### config.mk
export PLATFORM = sky130hd
export DESIGN_NAME = lcd_char_reader
export DESIGN_NICKNAME = d
export VERILOG_FILES = /design/src/rtl/lcd_char_reader.sv
export SDC_FILE = /design/constraint.sdc
export NUM_CORES = 1
export LEC_CHECK = 0
export BUFFER_PORTS_ARGS = -buffer_cell sky130_fd_sc_hd__buf_4
export CAP_MARGIN = 20
export CORE_MARGIN = 2
export CORE_UTILIZATION = 45
export CTS_CLUSTER_SIZE = 40
export DETAILED_ROUTE_END_ITERATION = 16
export PLACE_DENSITY = 0.73
export SYNTH_ARGS = -nofsm -noshare
export SYNTH_HDL_FRONTEND = slang
export SYNTH_SLANG_ARGS = --single-unit
### constraint.sdc
create_clock -name clk -period 2.5 [get_ports clk]
set_input_delay 0.125 -clock clk [delete_from_list [all_inputs] [get_ports clk]]
set_output_delay 0.125 -clock clk [all_outputs]
set_load 0.05 [all_outputs]
### src/rtl/lcd_char_reader.sv
// HD44780 4-bit read-back engine: sets the DDRAM address, polls BF,
// then reads one character code as two nibbles.
module lcd_char_reader #(
    parameter int T_SETUP  = 2,
    parameter int T_EHIGH  = 12,
    parameter int T_ELOW   = 12,
    parameter int BF_POLLS = 1024
) (
    input  logic       clk,
    input  logic       rst_n,
    input  logic       rd_req,
    input  logic [5:0] rd_addr,
    output logic [7:0] rd_data,
    output logic       rd_valid,
    output logic       rd_err,
    output logic       busy,
    input  logic [3:0] lcd_din,
    output logic [3:0] dataout,
    output logic       data_oe,
    output logic [2:0] control
);

    localparam int TMAX = (T_SETUP > T_EHIGH)
                        ? ((T_SETUP > T_ELOW) ? T_SETUP : T_ELOW)
                        : ((T_EHIGH > T_ELOW) ? T_EHIGH : T_ELOW);
    localparam int CW = (TMAX > 1) ? $clog2(TMAX) : 1;
    localparam int PW = (BF_POLLS > 1) ? $clog2(BF_POLLS) : 1;

    localparam logic [CW-1:0] SETUP_LAST = CW'(T_SETUP - 1);
    localparam logic [CW-1:0] EHIGH_LAST = CW'(T_EHIGH - 1);
    localparam logic [CW-1:0] ELOW_LAST  = CW'(T_ELOW - 1);
    localparam logic [PW-1:0] POLL_LAST  = PW'(BF_POLLS - 1);

    typedef enum logic [2:0] {
        IDLE, CMD_HI, CMD_LO, BF_HI, BF_LO, DAT_HI, DAT_LO, DONE
    } state_t;

    typedef enum logic [1:0] {
        PH_SETUP, PH_EHIGH, PH_ELOW
    } phase_t;

    state_t        state_q, state_d;
    phase_t        phase_q, phase_d;
    logic [CW-1:0] cnt_q, cnt_d;
    logic [PW-1:0] polls_q, polls_d;
    logic [4:0]    addr_q, addr_d;
    logic          bf_q, bf_d;
    logic [7:0]    shadow_q, shadow_d;
    logic [7:0]    rd_data_q, rd_data_d;
    logic          rd_valid_q, rd_valid_d;
    logic          rd_err_q, rd_err_d;
    logic          busy_q, busy_d;

    logic [7:0] cmd;
    logic       in_nib;
    logic       sample;
    logic       nib_end;
    logic       e, rs, rw, oe;
    logic [3:0] dout;

    assign cmd     = {1'b1, addr_q[4], 2'b00, addr_q[3:0]};
    assign in_nib  = (state_q != IDLE) && (state_q != DONE);
    assign sample  = in_nib && (phase_q == PH_EHIGH)
                   && (cnt_q == EHIGH_LAST);
    assign nib_end = in_nib && (phase_q == PH_ELOW)
                   && (cnt_q == ELOW_LAST);

    always_ff @(posedge clk or negedge rst_n) begin
        if (!rst_n) begin
            state_q    <= IDLE;
            phase_q    <= PH_SETUP;
            cnt_q      <= '0;
            polls_q    <= '0;
            addr_q     <= '0;
            bf_q       <= 1'b0;
            shadow_q   <= '0;
            rd_data_q  <= '0;
            rd_valid_q <= 1'b0;
            rd_err_q   <= 1'b0;
            busy_q     <= 1'b0;
        end else begin
            state_q    <= state_d;
            phase_q    <= phase_d;
            cnt_q      <= cnt_d;
            polls_q    <= polls_d;
            addr_q     <= addr_d;
            bf_q       <= bf_d;
            shadow_q   <= shadow_d;
            rd_data_q  <= rd_data_d;
            rd_valid_q <= rd_valid_d;
            rd_err_q   <= rd_err_d;
            busy_q     <= busy_d;
        end
    end

    always_comb begin
        state_d    = state_q;
        phase_d    = phase_q;
        cnt_d      = cnt_q;
        polls_d    = polls_q;
        addr_d     = addr_q;
        bf_d       = bf_q;
        shadow_d   = shadow_q;
        rd_data_d  = rd_data_q;
        rd_valid_d = 1'b0;
        rd_err_d   = 1'b0;
        busy_d     = busy_q & ~(rd_valid_q | rd_err_q);

        if (in_nib) begin
            cnt_d = cnt_q + 1'b1;
            unique case (phase_q)
                PH_SETUP: if (cnt_q == SETUP_LAST) begin
                    phase_d = PH_EHIGH;
                    cnt_d   = '0;
                end
                PH_EHIGH: if (cnt_q == EHIGH_LAST) begin
                    phase_d = PH_ELOW;
                    cnt_d   = '0;
                end
                PH_ELOW: if (cnt_q == ELOW_LAST) begin
                    phase_d = PH_SETUP;
                    cnt_d   = '0;
                end
                default: begin
                    phase_d = PH_SETUP;
                    cnt_d   = '0;
                end
            endcase
        end

        unique case (state_q)
            IDLE: if (rd_req && !busy_q) begin
                if (rd_addr[5]) begin
                    rd_err_d = 1'b1;
                end else begin
                    addr_d  = rd_addr[4:0];
                    busy_d  = 1'b1;
                    polls_d = '0;
                    phase_d = PH_SETUP;
                    cnt_d   = '0;
                    state_d = CMD_HI;
                end
            end
            CMD_HI: if (nib_end) state_d = CMD_LO;
            CMD_LO: if (nib_end) state_d = BF_HI;
            BF_HI: begin
                if (sample) bf_d = lcd_din[3];
                if (nib_end) state_d = BF_LO;
            end
            BF_LO: if (nib_end) begin
                if (!bf_q) begin
                    state_d = DAT_HI;
                end else if (polls_q == POLL_LAST) begin
                    rd_err_d = 1'b1;
                    state_d  = IDLE;
                end else begin
                    polls_d = polls_q + 1'b1;
                    state_d = BF_HI;
                end
            end
            DAT_HI: begin
                if (sample) shadow_d[7:4] = lcd_din;
                if (nib_end) state_d = DAT_LO;
            end
            DAT_LO: begin
                if (sample) shadow_d[3:0] = lcd_din;
                if (nib_end) state_d = DONE;
            end
            DONE: begin
                rd_data_d  = shadow_q;
                rd_valid_d = 1'b1;
                state_d    = IDLE;
            end
            default: state_d = IDLE;
        endcase
    end

    // Bus drive is a pure decode of registered state, so reset drops E at once.
    always_comb begin
        rs   = 1'b0;
        rw   = 1'b0;
        oe   = 1'b0;
        dout = 4'h0;
        unique case (state_q)
            CMD_HI: begin
                oe   = 1'b1;
                dout = cmd[7:4];
            end
            CMD_LO: begin
                oe   = 1'b1;
                dout = cmd[3:0];
            end
            BF_HI, BF_LO: rw = 1'b1;
            DAT_HI, DAT_LO: begin
                rs = 1'b1;
                rw = 1'b1;
            end
            default: ;
        endcase
        e = in_nib && (phase_q == PH_EHIGH);
    end

    assign control  = {e, rs, rw};
    assign dataout  = dout;
    assign data_oe  = oe;
    assign rd_data  = rd_data_q;
    assign rd_valid = rd_valid_q;
    assign rd_err   = rd_err_q;
    assign busy     = busy_q;

endmodule

-- Word-level counts from Yosys, hierarchy flattened
Index checks and enable logic that the tools add are counted.
- reduce and logical (&&, ||, !) cells: 21
- bitwise logic cells: 4
- eq/ne operators: 23
- add/sub/neg operators: 2
- mux-type cells: 46
- operator list (operator ; number):
    two-way mux 10 bit ; 5
    two-way mux 3 bit ; 9
    two-way mux 4 bit ; 6
    one-hot mux 3 bit (8 select lines) ; 1
    inequality test 2 bit (second input constant) ; 10
    one-hot mux 10 bit (2 select lines) ; 1
    two-way mux 2 bit ; 8
    one-hot mux 4 bit (2 select lines) ; 2
    equality test 3 bit (second input constant) ; 4
    two-way mux 1 bit ; 12
    adder 10 x 1 -> 10 bit (second input constant) ; 1
    equality test 10 bit (second input constant) ; 1
    AND reduction 8 bit ; 1
    equality test 3 x 2 -> 1 bit (second input constant) ; 2
    logical AND 1 bit ; 6
    one-hot mux 2 bit (3 select lines) ; 1
    AND reduction 2 bit ; 3
    AND reduction 6 bit ; 1
    OR reduction 2 bit ; 3
    adder 4 x 1 -> 4 bit (second input constant) ; 1
    equality test 4 x 1 -> 1 bit (second input constant) ; 1
    equality test 4 bit (second input constant) ; 1
    OR reduction 4 bit ; 1
    equality test 3 x 1 -> 1 bit (second input constant) ; 1
    other kinds (13) ; 14
- output and inout bits: 19
- flip-flop bits (word level): 44
- word-level logic and storage cells: 108
- bits of input ports: 13

-- Longest topological paths before layout
- word-level depth: 7
- gate-level depth with buffers: 8
- mapped depth without buffers: 7

-- Worst setup path before layout
Ideal clock, no wire load.
- path kind: register to output
- start point: reg state_q[2]
- end point: out dataout[0]
- setup slack: 377 ps
- data arrival time: 1998 ps
- path buffers: 2
- cell stages (with the launch flop): 4
- data required time: 2375 ps
- cell sequence: dfrtp_1 -> clkbuf_1 -> clkbuf_1 -> nor3b_1
- word-level cells in the longest chain between the ends: 2
- elaborated cells between the ends (all ways): 3
- classes of those cells: eq/ne (2); mux (1)
- ends and longest elaborated chain (what ; RTL line ; text):
    start: declaration ; 42 ; state_t state_q, state_d;
    start signal: assignment ; 82 ; state_q <= state_d;
    equality test 3 x 2 -> 1 bit or equality test 3 x 1 -> 1 bit (tied branches) ; 184 ; unique case (state_q)
    one-hot mux 4 bit (2 select lines) (*) ; 184 ;
    end: declaration ; 18 ; output logic [3:0] dataout,
Every way passes the cells marked *; elsewhere a longest branch is shown, timed or not.

-- Final worst setup path
- start point: reg phase_q[0]
- end point: reg polls_q[8]
- word-level cells in the longest chain between the ends: 5
- ends and longest elaborated chain (what ; RTL line ; text):
    start: declaration ; 43 ; phase_t phase_q, phase_d;
    start signal: assignment ; 83 ; phase_q <= phase_d;
    equality test 2 bit ; 65 ; assign nib_end = in_nib && (phase_q == PH_ELOW)
    logical AND 1 bit ; 65 ;
    logical AND 1 bit ; 66 ; && (cnt_q == ELOW_LAST);
    inequality test 2 bit (no source line) ; -- ;
    AND reduction 6 bit (no source line) ; -- ;
    end signal: assignment ; 85 ; polls_q <= polls_d;
    end: declaration ; 45 ; logic [PW-1:0] polls_q, polls_d;
Every way passes these cells.
A chain may end at the register's enable or synchronous reset.

==> out/metrics.csv <==
metric,value,unit
hold_violations,0,
p_sw,0.855,mW
crit_cells,7,
final_max_slew_viol_count,0,
holdCritStartpoint,rd_addr[2],
final.period_utilization,0.835,
min_period,2090,ps
clkPwrFrac,0.202,
area_growth,17.8,%
cts_sinks,44,
root_buffer,clkbuf_8,
drcViolationCount,0,
ys.flop_type,dfrtp_1,
regToRegSetupSlack,410,ps
start_kind,flip-flop,
ir_drop,0.000345,V
slowest_delay,490,ps
numCtsBuffers,5,
ios,32,
cp_num_buf_inv,1,
ctsLongestPathBuffers,2,
gp_congestion,0.859,
hold_class,in2reg,
syn_avg_cell_area,10.3,um^2
synth-edff-count,0,
die_y,74.8,um
clk_latency,290,ps
wl,4.41,mm
synth_warnings,0,
overflow,0,
post_drt_wl_per_cell,13.7,um
cp_slowest_cell,or4_1,
post_cts_buffers,0,
crit_type,reg2reg,
path_delay_family,simple AND/OR/NAND/NOR gates,
initial_utilization,0.472,
vias_per_cell,5.30,
rows,25,
min_path_cells,2,
max_freq,0.479,GHz
p_sw_frac,0.383,
startpoint,phase_q[0],
grt_max_degree,45,
grt_use_total,0.169,
antenna_found_initial,0,
synthCells,219,
power_density,839,nW/um^2
grt_pass1_wl,7.27,mm
finalSetupTns,0,ps
max_slew.worst_pin.slew,549,ps
yosys-top-cells-area,"dfrtp_1 (49%), mux2_2 (11%), ha_1 (3.9%), nor2_1 (3.5%), a21oi_1 (3.3%)",
worstSetupEndpointType,flip-flop,
syn_area,2260,um^2
first_iter_violations,147,
place_ws,434,ps
syn_nets,239,
cts_tree,built,
grt_setup_unrepaired,no,
layout_setup_ws,412,ps
vias,1702,
timing.rr.start,phase_q[0],
yosysMostFrequentCell,dfrtp_1,
required,2720,ps
p_leak,1.23,nW
first_pass_iters,4,
path_cells,inv_1 -> ha_1 -> and4b_1 -> and3_4 -> a21oi_2 -> or4_1 -> a21oi_1,
p_int,1.38,mW
drive_above_1_share,0.287,
grt_pass1_vias,1602,
antenna_left,0,
port_buffers,31,
finalSetupViolations,0,
dieArea,5600,um^2
yosysTopAreaCell,dfrtp_1,
worstPathArrival,2310,ps
diodes,0,
seqPwrFrac,0.429,
outcome,finished clean,
die_w,74.8,um
cts.htree.levels,2,
fillCellCount,429,
core,4790,um^2
r2r_cells,7,
yosys_register_bits,44,
worstPathMaxFanout,8,
synthDistinctLibCells,41,
skew,5.29,ps
yosysSeqAreaShare,0.488,
async_reset_ff_frac,1.00,
comb_power_share,0.370,
cap_violations,0,
max_slew_margin,0.634,
cts.clk_slew.worst_paths,80,ps
yosysTopAreaCellShare,0.488,
yosys-top-cells-count,"dfrtp_1 (44), mux2_2 (22), nor2_1 (21), nand2_1 (16), a21oi_1 (15)",
nets,273,
post-dp-hpwl,3.19,mm
worst register-to-register path: stages, from the launching register on:
cell,delay (ps)
dfrtp_1,420
inv_1,90
ha_1,180
and4b_1,350
and3_4,250
a21oi_2,90
or4_1,490
a21oi_1,160
final cells by class:
class	instances	area, um^2	area share
Clock buffer	6	82.6	0.0310
Clock inverter	2	10.0	0.00376
Inverter	10	37.5	0.0141
Multi-Input combinational cell	154	1060	0.397
Sequential cell	44	1100	0.414
Tap cell	67	83.8	0.0315
Timing Repair Buffer	38	288	0.108
placed cells by master (no fill, tap or decap), types with 3 or more instances in the layout:
cell type and instances:
a21o_1 3, a22oi_1 3, nand2_1 16, ha_1 7
inv_1 10, a21oi_1 15, clkbuf_8 6, o21ai_0 7
nand3_1 8, nor3b_1 3, buf_4 37, nand4_1 5
nor3_1 6, xnor2_1 4, nor4_1 3, nor2_1 21
or2_2 3, mux2_2 22, dfrtp_1 44, a31oi_1 4
cells by family (layout without fill, tap and decap cells):
family / after synthesis / count (layout) / synth area share
fa+ha+maj: 7 / 7 / 0.0388
buf+inv: 21 / 56 / 0.0438
simple gates: 78 / 78 / 0.183
compound gates: 42 / 42 / 0.116
mux: 23 / 23 / 0.114
flops: 44 / 44 / 0.488
xor+xnor: 4 / 4 / 0.0155
sequential cells by signal, summed over array words and instances (netlist names):
signal / count
busy: 1
bf_q: 1
rd_data: 8
cnt_q: 4
phase_q: 2
rd_err: 1
shadow_q: 8
addr_q: 5
polls_q: 10
state_q: 3
rd_valid: 1
power by group through the flow:
stage          Sequential, mW  Combinational, mW  Clock, mW
2_1_floorplan           0.958              0.606          0
3_5_place_dp            0.969              0.827          0
4_1_cts                 0.955              0.830      0.466
5_1_grt                 0.975              0.911      0.509
6_report                0.956              0.825      0.450
3_3_place_gp            0.965              0.811          0
routing by layer:
layer | vias up | wire (um) | GRT usage
li1 | 846 | - | -
met1 | 814 | 2060 | 0.216
met2 | 38 | 2150 | 0.288
met3 | 4 | 174 | 0.0495
met4 | 0 | 26 | 0.0357
met5 | - | 0 | 0
timing repair:
action,CTS,global route
resized for setup,0,0
hold buffers,1,0
hold endpoints to repair,44,0
metrics by stage:
step,hold slack (ps),power [mW],util,area [um^2],std cells
3_3_place_gp,151,1.78,0.534,2560,312
4_1_cts,55.3,2.25,0.556,2660,321
3_5_place_dp,153,1.80,0.534,2560,312
5_1_grt,46.2,2.39,0.556,2660,321
6_report,61.2,2.23,0.556,2660,321
2_1_floorplan,-171,1.56,-,2260,219
final timing paths:
| path | end |
|---|---|
| max | polls_q[8] |
| min | addr_q[2] |
| max reg2reg | polls_q[8] |
| min reg2reg | rd_data[6] |
| max in group asynchronous | addr_q[3] |
| min in group asynchronous | polls_q[2] |
No activity file was read; power rests on OpenSTA's default activity.
